**src/rtl/shift_seq_ctrl.sv**
```systemverilog
// rtl/shift_seq_ctrl.sv - multi-cycle barrel shifter/rotator, one power-of-two stage per cycle
module shift_seq_ctrl #(
   parameter int EARLY_EXIT = 1
) (
   input  logic        clk,
   input  logic        rst_n,
   input  logic        in_valid,
   output logic        in_ready,
   input  logic [3:0]  in_op,
   input  logic [15:0] in_a,
   input  logic [3:0]  in_amt,
   output logic        out_valid,
   input  logic        out_ready,
   output logic [15:0] out_result,
   output logic        out_err,
   output logic        busy
);

   typedef enum logic [1:0] {S_IDLE, S_SHIFT, S_DONE} state_t;

   localparam logic [3:0] OP_RLL = 4'b0000;
   localparam logic [3:0] OP_SLL = 4'b0001;
   localparam logic [3:0] OP_SRA = 4'b0010;
   localparam logic [3:0] OP_SRL = 4'b0011;
   localparam logic [3:0] OP_RRL = 4'b1010;

   state_t      r_state, w_next_state;
   logic [15:0] r_work;
   logic [3:0]  r_op;
   logic [3:0]  r_amt;
   logic [1:0]  r_stage;
   logic        r_err;

   logic        w_sup_in;
   logic        w_zero_stages;
   logic [3:0]  w_rem;
   logic        w_last;
   logic [1:0]  w_next_stage;
   logic        w_do_stage;

   function automatic logic is_supported(input logic [3:0] op);
      return (op == OP_RLL) || (op == OP_SLL) || (op == OP_SRA) ||
             (op == OP_SRL) || (op == OP_RRL);
   endfunction

   // Index of the lowest set bit; 0 when the mask is empty.
   function automatic logic [1:0] lowest_set(input logic [3:0] mask);
      logic [1:0] idx;
      idx = 2'd0;
      for (int i = 3; i >= 0; i--) begin
         if (mask[i]) idx = 2'(i);
      end
      return idx;
   endfunction

   function automatic logic [15:0] apply_stage(input logic [3:0] op, input logic [15:0] val,
                                               input logic [1:0] k);
      logic [4:0] s;
      s = 5'd1 << k;
      case (op)
         OP_RLL:  return (val << s) | (val >> (5'd16 - s));
         OP_SLL:  return val << s;
         OP_SRA:  return $signed(val) >>> s;
         OP_SRL:  return val >> s;
         OP_RRL:  return (val >> s) | (val << (5'd16 - s));
         default: return val;
      endcase
   endfunction

   assign w_sup_in      = is_supported(in_op);
   assign w_zero_stages = !w_sup_in || ((EARLY_EXIT != 0) && (in_amt == 4'd0));
   // Amount bits strictly above the current stage decide whether another stage remains.
   assign w_rem         = r_amt & (4'b1110 << r_stage);
   assign w_last        = (EARLY_EXIT != 0) ? (w_rem == 4'd0) : (r_stage == 2'd3);
   assign w_next_stage  = (EARLY_EXIT != 0) ? lowest_set(w_rem) : r_stage + 2'd1;
   assign w_do_stage    = (EARLY_EXIT != 0) || r_amt[r_stage];

   always_ff @(posedge clk or negedge rst_n) begin
      if (!rst_n) r_state <= S_IDLE;
      else        r_state <= w_next_state;
   end

   always_comb begin
      w_next_state = r_state;
      case (r_state)
         S_IDLE:  if (in_valid) w_next_state = w_zero_stages ? S_DONE : S_SHIFT;
         S_SHIFT: if (w_last) w_next_state = S_DONE;
         S_DONE:  if (out_ready) w_next_state = S_IDLE;
         default: w_next_state = S_IDLE;
      endcase
   end

   always_comb begin
      in_ready   = (r_state == S_IDLE);
      out_valid  = (r_state == S_DONE);
      busy       = (r_state != S_IDLE);
      out_err    = (r_state == S_DONE) && r_err;
      out_result = r_work;
   end

   always_ff @(posedge clk or negedge rst_n) begin
      if (!rst_n) begin
         r_work  <= 16'h0000;
         r_op    <= 4'd0;
         r_amt   <= 4'd0;
         r_stage <= 2'd0;
         r_err   <= 1'b0;
      end else begin
         case (r_state)
            S_IDLE: begin
               if (in_valid) begin
                  r_work  <= in_a;
                  r_op    <= in_op;
                  r_amt   <= in_amt;
                  r_err   <= !w_sup_in;
                  r_stage <= (EARLY_EXIT != 0) ? lowest_set(in_amt) : 2'd0;
               end
            end
            S_SHIFT: begin
               if (w_do_stage) r_work <= apply_stage(r_op, r_work, r_stage);
               r_stage <= w_last ? 2'd0 : w_next_stage;
            end
            default: ;
         endcase
      end
   end

endmodule

```
**config.mk**
```make
export PLATFORM = sky130hd
export DESIGN_NAME = shift_seq_ctrl
export DESIGN_NICKNAME = d
export VERILOG_FILES = /design/src/rtl/shift_seq_ctrl.sv
export SDC_FILE = /design/constraint.sdc
export NUM_CORES = 1
export LEC_CHECK = 0
export BUFFER_PORTS_ARGS = -buffer_cell sky130_fd_sc_hd__buf_2
export CORE_ASPECT_RATIO = 0.7
export CORE_MARGIN = 2
export CORE_UTILIZATION = 61
export DETAILED_ROUTE_END_ITERATION = 7
export PLACE_DENSITY = 0.85
export SETUP_SLACK_MARGIN = 0.4
export SLEW_MARGIN = 20
export SYNTH_ARGS = -nofsm -noshare
export SYNTH_HDL_FRONTEND = slang
export SYNTH_SLANG_ARGS = --single-unit
```
**constraint.sdc**
```tcl
create_clock -name clk -period 3.4 [get_ports clk]
set_clock_uncertainty 0.15 [all_clocks]
set_input_delay 0.34 -clock clk [delete_from_list [all_inputs] [get_ports clk]]
set_output_delay 0.34 -clock clk [all_outputs]
set_load 0.02 [all_outputs]
```
# == After elaboration in Yosys (flattened, before gate mapping) ==
# Index checks and enable logic that the tools add are counted.
# word_totals
reg_bits,29
input_bits,28
output_inout_bits,20
word_cells,68
# classes
n_addsub,1
n_eq_ne,14
shifts,7
mux,19
bitwise,3
reduce_logical,18
# ops
operator,n
$pmux 16 s5,1
$or 16x16->16,2
$pmux 16 s2,1
$shl 16x5->16,2
$shr 16x5->16,2
$mux 2,14
$eq 4x2->1 const B,4
$logic_not 4->1,4
$mux 16,1
$sshr 16x5->16,1
$eq 4x1->1 const B,2
$eq 4x4->1 const B,2
$ne 6x1->1 const B,1
$pmux 2 s3,1
$reduce_and 3->1,2
$logic_or 1x1->1,5
$shl 1x2->5 const A,1
$sub 5x5->5 const A,1
$and 4x4->4,1
$ne 2x2->1 const B,2
$pmux 2 s2,1
$reduce_and 2->1,2
$reduce_bool 2->1,2
$shl 4x2->4 const A,1
6 further kinds,6

# == Depth between registers and ports, before layout ==
# Gate-level depths: netlist of the first run.
# logic_depth
ltp_word,10
ltp_mapped,10
mapped_depth_nobuf,8

# == Worst setup path after synthesis of the first run ==
# Ideal clock, no wire load.
# synth_timing
path_type,register to register
from,register r_stage[0]
to,register r_work[2] (netlist: out_result[2])
setup_ps,120
arrival_time_ps,1984
t_required_ps,3130
path_slack_ps,1146
path_stages_with_launch,10
n_path_buf,2
synth_period_minus_slack_ps,2254
path_cell_list,dfrtp_1 -> buf_4 -> nor2_2 -> inv_1 -> ha_1 -> buf_2 -> mux2i_1 -> o21ai_0 -> a211o_1 -> a31o_1
# synth_between
elab_chain_cells,6
# synth_lines
element,line,source
from (decl),31,logic [1:0] r_stage;
from (signal assigned),116,r_stage <= (EARLY_EXIT != 0) ? lowest_set(in_amt) : 2'd0;
from (signal assigned),121,r_stage <= w_last ? 2'd0 : w_next_stage;
$shl 1x2->5 (*),59,s = 5'd1 << k;
$sub 5x5->5,"61, 65",
$shl 16x5->16 or $shr 16x5->16 (tied branches),"65, 61",
"$or 16x16->16, on equally long branches","65, 61",
$pmux 16 s5 (*),60,case (op)
$pmux 16 s2 (*),109,case (r_state)
to (signal assigned),112,r_work <= in_a;
to (signal assigned),120,"if (w_do_stage) r_work <= apply_stage(r_op, r_work, r_stage);"
to (decl),28,logic [15:0] r_work;
# Mark *: on every way between the ends. The rest lies on a longest branch, timed or not.
# A chain may end at the register's enable or synchronous reset.

# == Worst setup path after layout of the first run ==
# layout_timing
from,register r_stage[1]
to,register r_work[15] (netlist: out_result[15])
# Same word-level chain as after synthesis.

==> reports/qor.txt, run 1 <==
vias per std cell = 7.14
Top Ports = 48
Multi-input gate area = 0.00197 sq mm
Synth top area share = 24.2%
WL final = 8890 um
Die Height = 61.7 um
CORE AREA = 0.00445 sq mm
Syn Nets = 357
CP required = 3.41 ns
Final Hold Vio Count = 0
GRT Max-Usage Layer = met1
final worst slack = 0.584 ns
Synth cell types = 62
worst-path cell chain = nor2_2 -> inv_1 -> ha_1 -> and2_1 -> a211oi_1 -> nor4b_1 -> a2111oi_0 -> o31ai_1
clock tree buffer depth = 2
GR Util met1 = 51.0%
die area = 0.00533 sq mm
Synth async-reset ratio = 100%
Nets = 382
max-cap violation count = 0
Post-synth EDFFs = 0
ANT nets after route = 0
Commonest cells post-synth = nor2_1, dfrtp_1, a21oi_1, nand2_1, o21ai_0
diode count = 0
Seq cells post-synth = 28
H-tree levels = 1
Startpoint Class = flip-flop
cell taking the most area after synthesis = dfrtp_1
total design power = 3.65 mW
# Post-CTS Setup Buffers = 0
DRT iter0 DRCs = 372
CP max stage delay = 0.51 ns
crit path capture type = flip-flop
dpl ws = 0.675 ns
Initial Util = 65.1%
Via Count = 2906
crit-path max FO = 12
CTS tree = yes
LEAKAGE = 1.27 nW
fin util = 70.4%
mapped cell area = 0.00290 sq mm
total global routing overflow = 0
cells after synthesis = 328
Min Clock Period, post-route = 2.82 ns
RSZ-0062 raised after global routing = no
grt met3 use = 11.8%
RePlAce Congestion = 0.994
DP HPWL = 6290 um
# hold bufs at CTS = 1
run status = finished clean
Setup TNS = 0 ns
Crit Path Category = flip-flop to flip-flop
Final setup viols = 0
via count of the first global-routing pass = 2584
Mapped Avg Cell Area = 8.84 sq um
fill count = 348
CP max-delay cell = dfrtp_1
Row Count = 20
wire length per cell = 21.8 um
first-pass GRT wire length = 14100 um
CP arrival = 2.83 ns
post-cts gate resize count = 0
max_slew headroom = 44.9%
synth top area cells = dfrtp_1, mux4_2, mux2_2
Final period util = 82.8%
worst-margin pin slew = 0.815 ns
initial antenna violation count = 0
drc violations = 0
worst-skew pair later-pin latency = 0.29 ns
Area Overhead vs Synth = 8.07%
final instance area = 0.00313 sq mm
Clock Sinks = 28
CTS Root Cell = clkbuf_8
hold crit path type = input pin to flip-flop
Num CTS Buffers = 3
CTS clk-pin slew, worst paths = 0.10 ns
Synth warnings = 0
Slew Viols, Final = 0
port bufs = 47
Post-synth top flop = dfrtp_1
highest clock rate = 0.355 GHz
FF+latch area = 702 sq um
largest net degree at the start of global routing = 38
pwr dens = 1170 mW/mm^2
layout cells sized above 1 = 27.6%
DRT Pass-1 Iters = 5
GRT met2 Usage = 50.9%
most common cell in the synthesized netlist = nor2_1
dpl cell area = 0.00305 sq mm
DIE WIDTH = 86.4 um
register area share after synthesis = 24.2%
Worst VDD drop = 0.759 mV
GRT Total Usage = 35.4%
==> cell families (layout without fill, tap and decap cells) <==
logic type	after synthesis	count (layout)	share of synthesized area, %
adder cells (fa/ha/maj)	1	1	0.431
AND/OR/NAND/NOR	95	95	17.3
flip-flops	28	28	24.2
AO/OA/AOI/OAI	116	116	28.3
buffers and inverters	44	68	7.98
XOR/XNOR	1	1	0.302
multiplexers	43	43	21.5
==> registers in the layout, indices dropped and copies added (netlist names) <==
register,cells
out_result,16
r_amt,3
r_err,1
r_op,4
r_stage,2
r_state,2
==> power breakdown <==
part	leakage, nW	switching (mW)	internal (mW)
combinational	0.896	1.31	1.07
sequential	0.336	0.507	0.492
clock	0.0357	0.116	0.158
==> cells in the final DEF (no fill, tap or decap), types with 3 or more instances in the layout <==
cell	instances
buf_2	47
nor2_1	30
dfrtp_1	27
nand2_1	21
a21oi_1	21
o21ai_0	16
mux2i_1	15
mux2_2	14
mux4_2	14
nand2b_1	10
inv_1	10
a211oi_1	9
nor2b_1	7
o31ai_1	7
and2_1	6
o22ai_1	6
o21ai_1	5
a22o_1	5
o211ai_1	5
buf_4	5
nand3b_1	4
nand3_1	4
o22a_1	4
a21o_1	3
o221ai_1	3
a311oi_1	3
o21a_1	3
a221oi_1	3
clkbuf_8	3
==> critical path: cells and delay by family, from the launching register on <==
kind | cells | cell delay (ns)
AO/OA/AOI/OAI | 3 | 0.77
buffers and inverters | 1 | 0.13
flip-flops | 1 | 0.51
AND/OR/NAND/NOR | 3 | 0.64
adder cells (fa/ha/maj) | 1 | 0.49
==> cell type report <==
| type | count | share of cell area (%) |
|---|---|---|
| clock buffers | 3 | 1.32 |
| multi-input cells | 256 | 62.8 |
| flip-flops and latches | 28 | 22.4 |
| inverters | 11 | 1.32 |
| well taps | 55 | 2.20 |
| repair buffers | 53 | 9.02 |
| clock inverters | 1 | 0.958 |
==> path summary, 6_finish.rpt <==
path,startpoint,endpoint,slack (ns),depth (start not counted)
setup / recovery,r_stage[1],out_result[15],0.58,8
hold / removal,in_op[1],r_op[1],0.15,2
setup reg to reg,r_stage[1],out_result[15],0.58,8
hold reg to reg,r_amt[2],r_amt[2],0.43,1
max in group asynchronous,rst_n,r_stage[0],2.16,2
min in group asynchronous,rst_n,out_result[7],0.46,2
==> through the flow <==
stage	std cells	hold WS, ns
4_1_cts	407	0.143
5_1_grt	407	0.151
3_3_place_gp	402	0.255
3_5_place_dp	402	0.257
6_report	407	0.146
2_1_floorplan	328	-0.106
==> layer usage <==
layer  vias up  part of all wire (%)
met1      1397                    43
met5         -                     0
met3        27                    12
met4         0                   1.8
met2       190                    43
li1       1292                     -
(Power assumes the default switching activity.)
==> run 2, diff against run 1 <==
Settings changed: CORE_UTILIZATION 61 to 58, PLACE_DENSITY 0.85 to 0.82.
Clock period 3.4 ns to 2.6 ns, I/O delays scaled along.
==> reports/qor.txt, run 2 (synthesized netlist as in run 1, its figures left out) <==
Worst VDD drop = 0.950 mV (+25%)
most common cell after layout, fill and taps aside = buf_2
Logic pwr share = 68.8% (+3.7 points)
Final setup viols = 0 (unchanged)
Met2 Routed Length = 4050 um (+5.5%)
Row Count = 21 (+5.0%)
initial antenna violation count = 0 (unchanged)
CTS clk-pin slew, worst paths = 0.11 ns (about the same)
final worst slack = 0.459 ns (-0.125 ns)
Clock Sinks = 28 (unchanged)
WL final = 9660 um (+8.7%)
Area Overhead vs Synth = 15.9%
port bufs = 47 (unchanged)
H-tree levels = 1 (unchanged)
fill count = 401 (+15%)
fin util = 69.9% (-0.47 points)
CTS tree = yes
DIE WIDTH = 88.5 um (+2.4%)
Num CTS Buffers = 3 (unchanged)
max-cap violation count = 0 (unchanged)
total global routing overflow = 0 (unchanged)
HP Start = in_op[0]
via count of the first global-routing pass = 2910 (+13%)
worst-margin pin slew = 0.762 ns (-0.0536 ns)
Final period util = 82.3% (-0.49 points)
RSZ-0062 raised after global routing = yes
layout cells sized above 1 = 32.9% (+5.3 points)
CP arrival = 2.18 ns (-0.65 ns)
Nets = 392 (+2.6%)
DRT Pass-1 Iters = 5 (unchanged)
wire length per cell = 22.4 um (+2.7%)
GRT Total Usage = 35.7% (+0.30 points)
drc violations = 0 (unchanged)
Net Switching = 2.77 mW (+43%)
Via Count = 3068 (+5.6%)
Startpoint Class = flip-flop
proportion of power drawn by the clock network = 6.9% (-0.6 points)
routed wire length on met3 = 1370 um (+27%)
Setup TNS = 0 ns (unchanged)
final std cells w/o fill = 431 (+5.9%)
CORE AREA = 0.00481 sq mm (+7.9%)
placed insts = 419 (+4.2%)
DP HPWL = 6430 um (+2.2%)
crit path from = r_op[0]
Top Ports = 48 (unchanged)
most frequent cells in the layout = buf_2, nor2_1, dfrtp_1
Slew Viols, Final = 0 (unchanged)
CTS Root Cell = clkbuf_8
run status = finished clean
Die Height = 63.2 um (+2.4%)
DRT iter0 DRCs = 557 (+50%)
worst r2r src = r_op[0]
CP required = 2.64 ns (-0.77 ns)
highest clock rate = 0.467 GHz (+32%)
max reg flops = 16 (unchanged)
Min Clock Period, post-route = 2.14 ns (-0.675 ns)
Sw Share = 52.3% (-0.60 points)
RePlAce Congestion = 1.07 (+7.8%)
WL met1 = 3960 um (+4.0%)
worst-skew pair later-pin latency = 0.29 ns (about the same)
first-pass GRT wire length = 15400 um (+8.8%)
vias per std cell = 7.12 (-0.30%)
Crit Path Category = flip-flop to flip-flop
pwr dens = 1580 mW/mm^2 (+35%)
Top Layer Used = met4
FF+latch area = 703 sq um (+0.18%)
hold crit path type = input pin to flip-flop
crit path capture type = flip-flop
Multi-input gate area = 0.00204 sq mm (+3.8%)
Flop pwr share = 24.3% (-3.1 points)
dpl ws = 0.0626 ns (-0.612 ns)
clock tree buffer depth = 2 (unchanged)
Initial Util = 60.3% (-4.8 points)
max_slew headroom = 48.5% (+3.6 points)
diode count = 0 (unchanged)
die area = 0.00559 sq mm (+4.9%)
largest net degree at the start of global routing = 44 (+16%)
Final Hold Vio Count = 0 (unchanged)
internal power = 2.53 mW (+47%)
ANT nets after route = 0 (unchanged)
LEAKAGE = 1.36 nW (+7.6%)
crit-path max FO = 11 (-1)
[run 2: critical path, stage by stage, from the launching register on]
cell,delay (ns)
dfrtp_1,0.54
nor4b_4,0.49
a32oi_2,0.18
o32ai_1,0.32
nor3_1,0.09
o31ai_1,0.27
[run 2: final timing paths]
kind | end | slack, ns | cells past startpoint
worst max register to register | out_result[10] | 0.46 | 5
worst min-delay path | r_op[0] | 0.06 | 2
max in group asynchronous | r_stage[0] | 1.45 | 2
worst max-delay path | out_result[10] | 0.46 | 5
min in group asynchronous | r_op[1] | 0.38 | 2
worst min register to register | r_err | 0.41 | 2
[run 2: cell type report]
class	count	share of cell area (%)
clock buffers	3	1.23
clock inverters	1	0.894
inverters	11	1.27
multi-input cells	256	60.8
flip-flops and latches	28	20.9
well taps	69	2.57
repair buffers	63	12.4
[run 2: per-layer routing]
layer	GRT usage [%]	vias to the layer above
li1	-	1316
met1	51.8	1450
met2	48.8	250
met3	14.7	52
met4	10.2	0
met5	0	-
[run 2: what timing repair did]
item                       4_1_cts  5_1_grt
setup endpoints to repair       16       11
hold endpoints to repair        28        0
hold buffers                     1        0
pin swaps                        1        6
resized for setup               11       13
buffers inserted                 4        2
cloned                           1        0
[run 2: per-stage QoR]
| stage | hold WS, ns | cell area [sq um] | total power [mW] |
|---|---|---|---|
| after global routing | 0.0646 | 3360 | 5.57 |
| after global placement | 0.175 | 3110 | 4.37 |
| after detailed placement | 0.188 | 3110 | 4.41 |
| after floorplan | -0.186 | 2910 | 3.61 |
| final | 0.0603 | 3360 | 5.30 |
| after CTS | 0.0649 | 3300 | 4.99 |
[run 2: power groups by stage]
stage	clock, mW	sequential [mW]	combinational, mW
3_3_place_gp	0	1.22	3.15
4_1_cts	0.364	1.23	3.39
6_report	0.367	1.29	3.65
5_1_grt	0.388	1.31	3.87
3_5_place_dp	0	1.24	3.17
2_1_floorplan	0	1.01	2.61
==> run 3, diff against run 2 <==
Clock period 2.6 ns to 2.01 ns, I/O delays scaled along.
==> reports/qor.txt, run 3 (synthesized netlist as in run 1, its figures left out) <==
Final Hold Vio Count = 1 (+1)
crit path capture type = flip-flop
DIE WIDTH = 88.5 um (unchanged)
CP required = 2.06 ns (-0.58 ns)
diode count = 0 (unchanged)
placed insts = 466 (+11%)
most frequent cells in the layout = buf_4, buf_2, nor2_1
final instance area = 0.00418 sq mm (+24%)
wire length per cell = 26.8 um (+19%)
Worst VDD drop = 1.48 mV (+56%)
CTS Root Cell = clkbuf_8
WL final = 13300 um (+37%)
hold crit path type = input pin to flip-flop
first-pass GRT wire length = 17600 um (+15%)
worst-margin pin slew = 0.727 ns (-0.0344 ns)
fin util = 87.0% (+17 points)
Slew Viols, Final = 0 (unchanged)
Die Height = 63.2 um (unchanged)
DRT iter0 DRCs = 671 (+20%)
H-tree levels = 1 (unchanged)
largest net degree at the start of global routing = 29 (-34%)
CORE AREA = 0.00481 sq mm (unchanged)
LEAKAGE = 1.77 nW (+30%)
max reg flops = 16 (unchanged)
Via Count = 3699 (+21%)
worst hold path depth = 2 (unchanged)
CTS clk-pin slew, worst paths = 0.11 ns (about the same)
clock tree buffer depth = 2 (unchanged)
Reg2Reg Depth = 9 (+4)
layout cells sized above 1 = 51.4% (+19 points)
WL met1 = 4700 um (+19%)
total global routing overflow = 0 (unchanged)
Initial Util = 60.3% (unchanged)
failing checks = negative hold slack, negative setup slack
pwr dens = 2170 mW/mm^2 (+38%)
GRT Total Usage = 42.3% (+6.6 points)
DRT Pass-1 Iters = 8 (+3)
max_slew headroom = 51.5% (+3.0 points)
Met2 Routed Length = 5440 um (+34%)
Row Count = 21 (unchanged)
Nets = 456 (+16%)
worst-skew pair later-pin latency = 0.29 ns (about the same)
crit-path max FO = 5 (-6)
DP HPWL = 7470 um (+16%)
highest clock rate = 0.451 GHz (-3.5%)
Clock Sinks = 28 (unchanged)
dpl ws = -0.145 ns (-0.208 ns)
Worst Hold Slack = -0.00137 ns (-0.0616 ns)
initial antenna violation count = 0 (unchanged)
final worst slack = -0.209 ns (-0.668 ns)
CP arrival = 2.27 ns (+0.09 ns)
Final period util = 110% (+28 points)
Top Ports = 48 (unchanged)
drc violations = 0 (unchanged)
vias per std cell = 7.47 (+5.0%)
RSZ-0062 raised after global routing = yes
Num CTS Buffers = 3 (unchanged)
RePlAce Congestion = 1.03 (-3.7%)
Top Layer Used = met4
Final setup viols = 19 (+19)
dpl cell area = 0.00359 sq mm (+15%)
most common cell after layout, fill and taps aside = buf_4
CTS tree = yes
die area = 0.00559 sq mm (unchanged)
Area Overhead vs Synth = 44.2%
Startpoint Class = flip-flop
Crit Path Category = flip-flop to flip-flop
max-cap violation count = 0 (unchanged)
run status = finished with violations
Min Clock Period, post-route = 2.22 ns (+0.0778 ns)
ANT nets after route = 0 (unchanged)
final std cells w/o fill = 495 (+15%)
port bufs = 47 (unchanged)
routed wire length on met3 = 2070 um (+52%)
via count of the first global-routing pass = 3180 (+9.3%)
## run 3: cell types whose count changed in the layout (fill, tap and decap cells not counted), moves of 4 or more
cell | previous run | this run
a21oi_1 | 20 | 14
mux2_4 | 0 | 8
o21ai_0 | 15 | 11
dfrtp_2 | 2 | 6
dfrtp_1 | 26 | 22
a21oi_2 | 1 | 7
buf_12 | 2 | 8
dlygate4sd3_1 | 1 | 5
mux2_2 | 14 | 6
buf_4 | 10 | 61
## run 3: power breakdown
part	switching, mW	internal [mW]	total (mW)
combinational	3.68	3.39	7.07
sequential	0.677	0.847	1.52
clock	0.211	0.268	0.478
## run 3: repair_timing
item	4_1_cts	5_1_grt
hold buffers	3	2
endpoints found under the setup margin	26	29
endpoints found under the hold margin	30	2
gates resized for setup	35	33
buffers inserted	10	8
pin swaps	10	26
gates cloned	1	1
## run 3: layout make-up
class	instances	area, sq um
Multi-Input combinational cell	256	2270
Timing Repair Buffer	127	1000
Sequential cell	28	708
Fill cell	249	627
Tap cell	69	86.3
Inverter	11	43.8
Clock buffer	3	41.3
Clock inverter	1	30.0
## run 3: worst max-delay path, cell delays in order (launching register included)
cell	delay, ns
dfrtp_2	0.47
nor2_4	0.15
inv_2	0.07
ha_4	0.33
buf_12	0.13
nand2_1	0.06
o211ai_1	0.10
nor4b_4	0.33
a2111oi_4	0.07
o31ai_1	0.26
## run 3: per-layer routing
| metal | global-route usage [%] | vias to the layer above |
|---|---|---|
| li1 | - | 1449 |
| met1 | 60.6 | 1693 |
| met2 | 62.3 | 412 |
| met3 | 10.9 | 145 |
| met4 | 13.8 | 0 |
| met5 | 0 | - |
## run 3: stage by stage
stage / power, mW / hold slack, ns / TNS (ns)
floorplan: 5.01 / -0.245 / -0.112
CTS: 7.86 / 0.00100 / -0.271
detailed placement: 6.80 / 0.112 / -0.375
global placement: 6.72 / 0.117 / -0.130
finish: 9.07 / -0.00137 / -1.78
global route: 9.32 / 0.00449 / -2.42
## run 3: worst paths after layout
kind,slack (ns),startpoint,endpoint
worst min-delay path,-0.001,in_op[1],r_op[1]
worst max register to register,-0.21,r_stage[0],out_result[15]
min in group asynchronous,0.34,rst_n,r_op[3]
worst min register to register,0.47,r_err,r_err
max in group asynchronous,0.87,rst_n,out_result[13]
worst max-delay path,-0.21,r_stage[0],out_result[15]
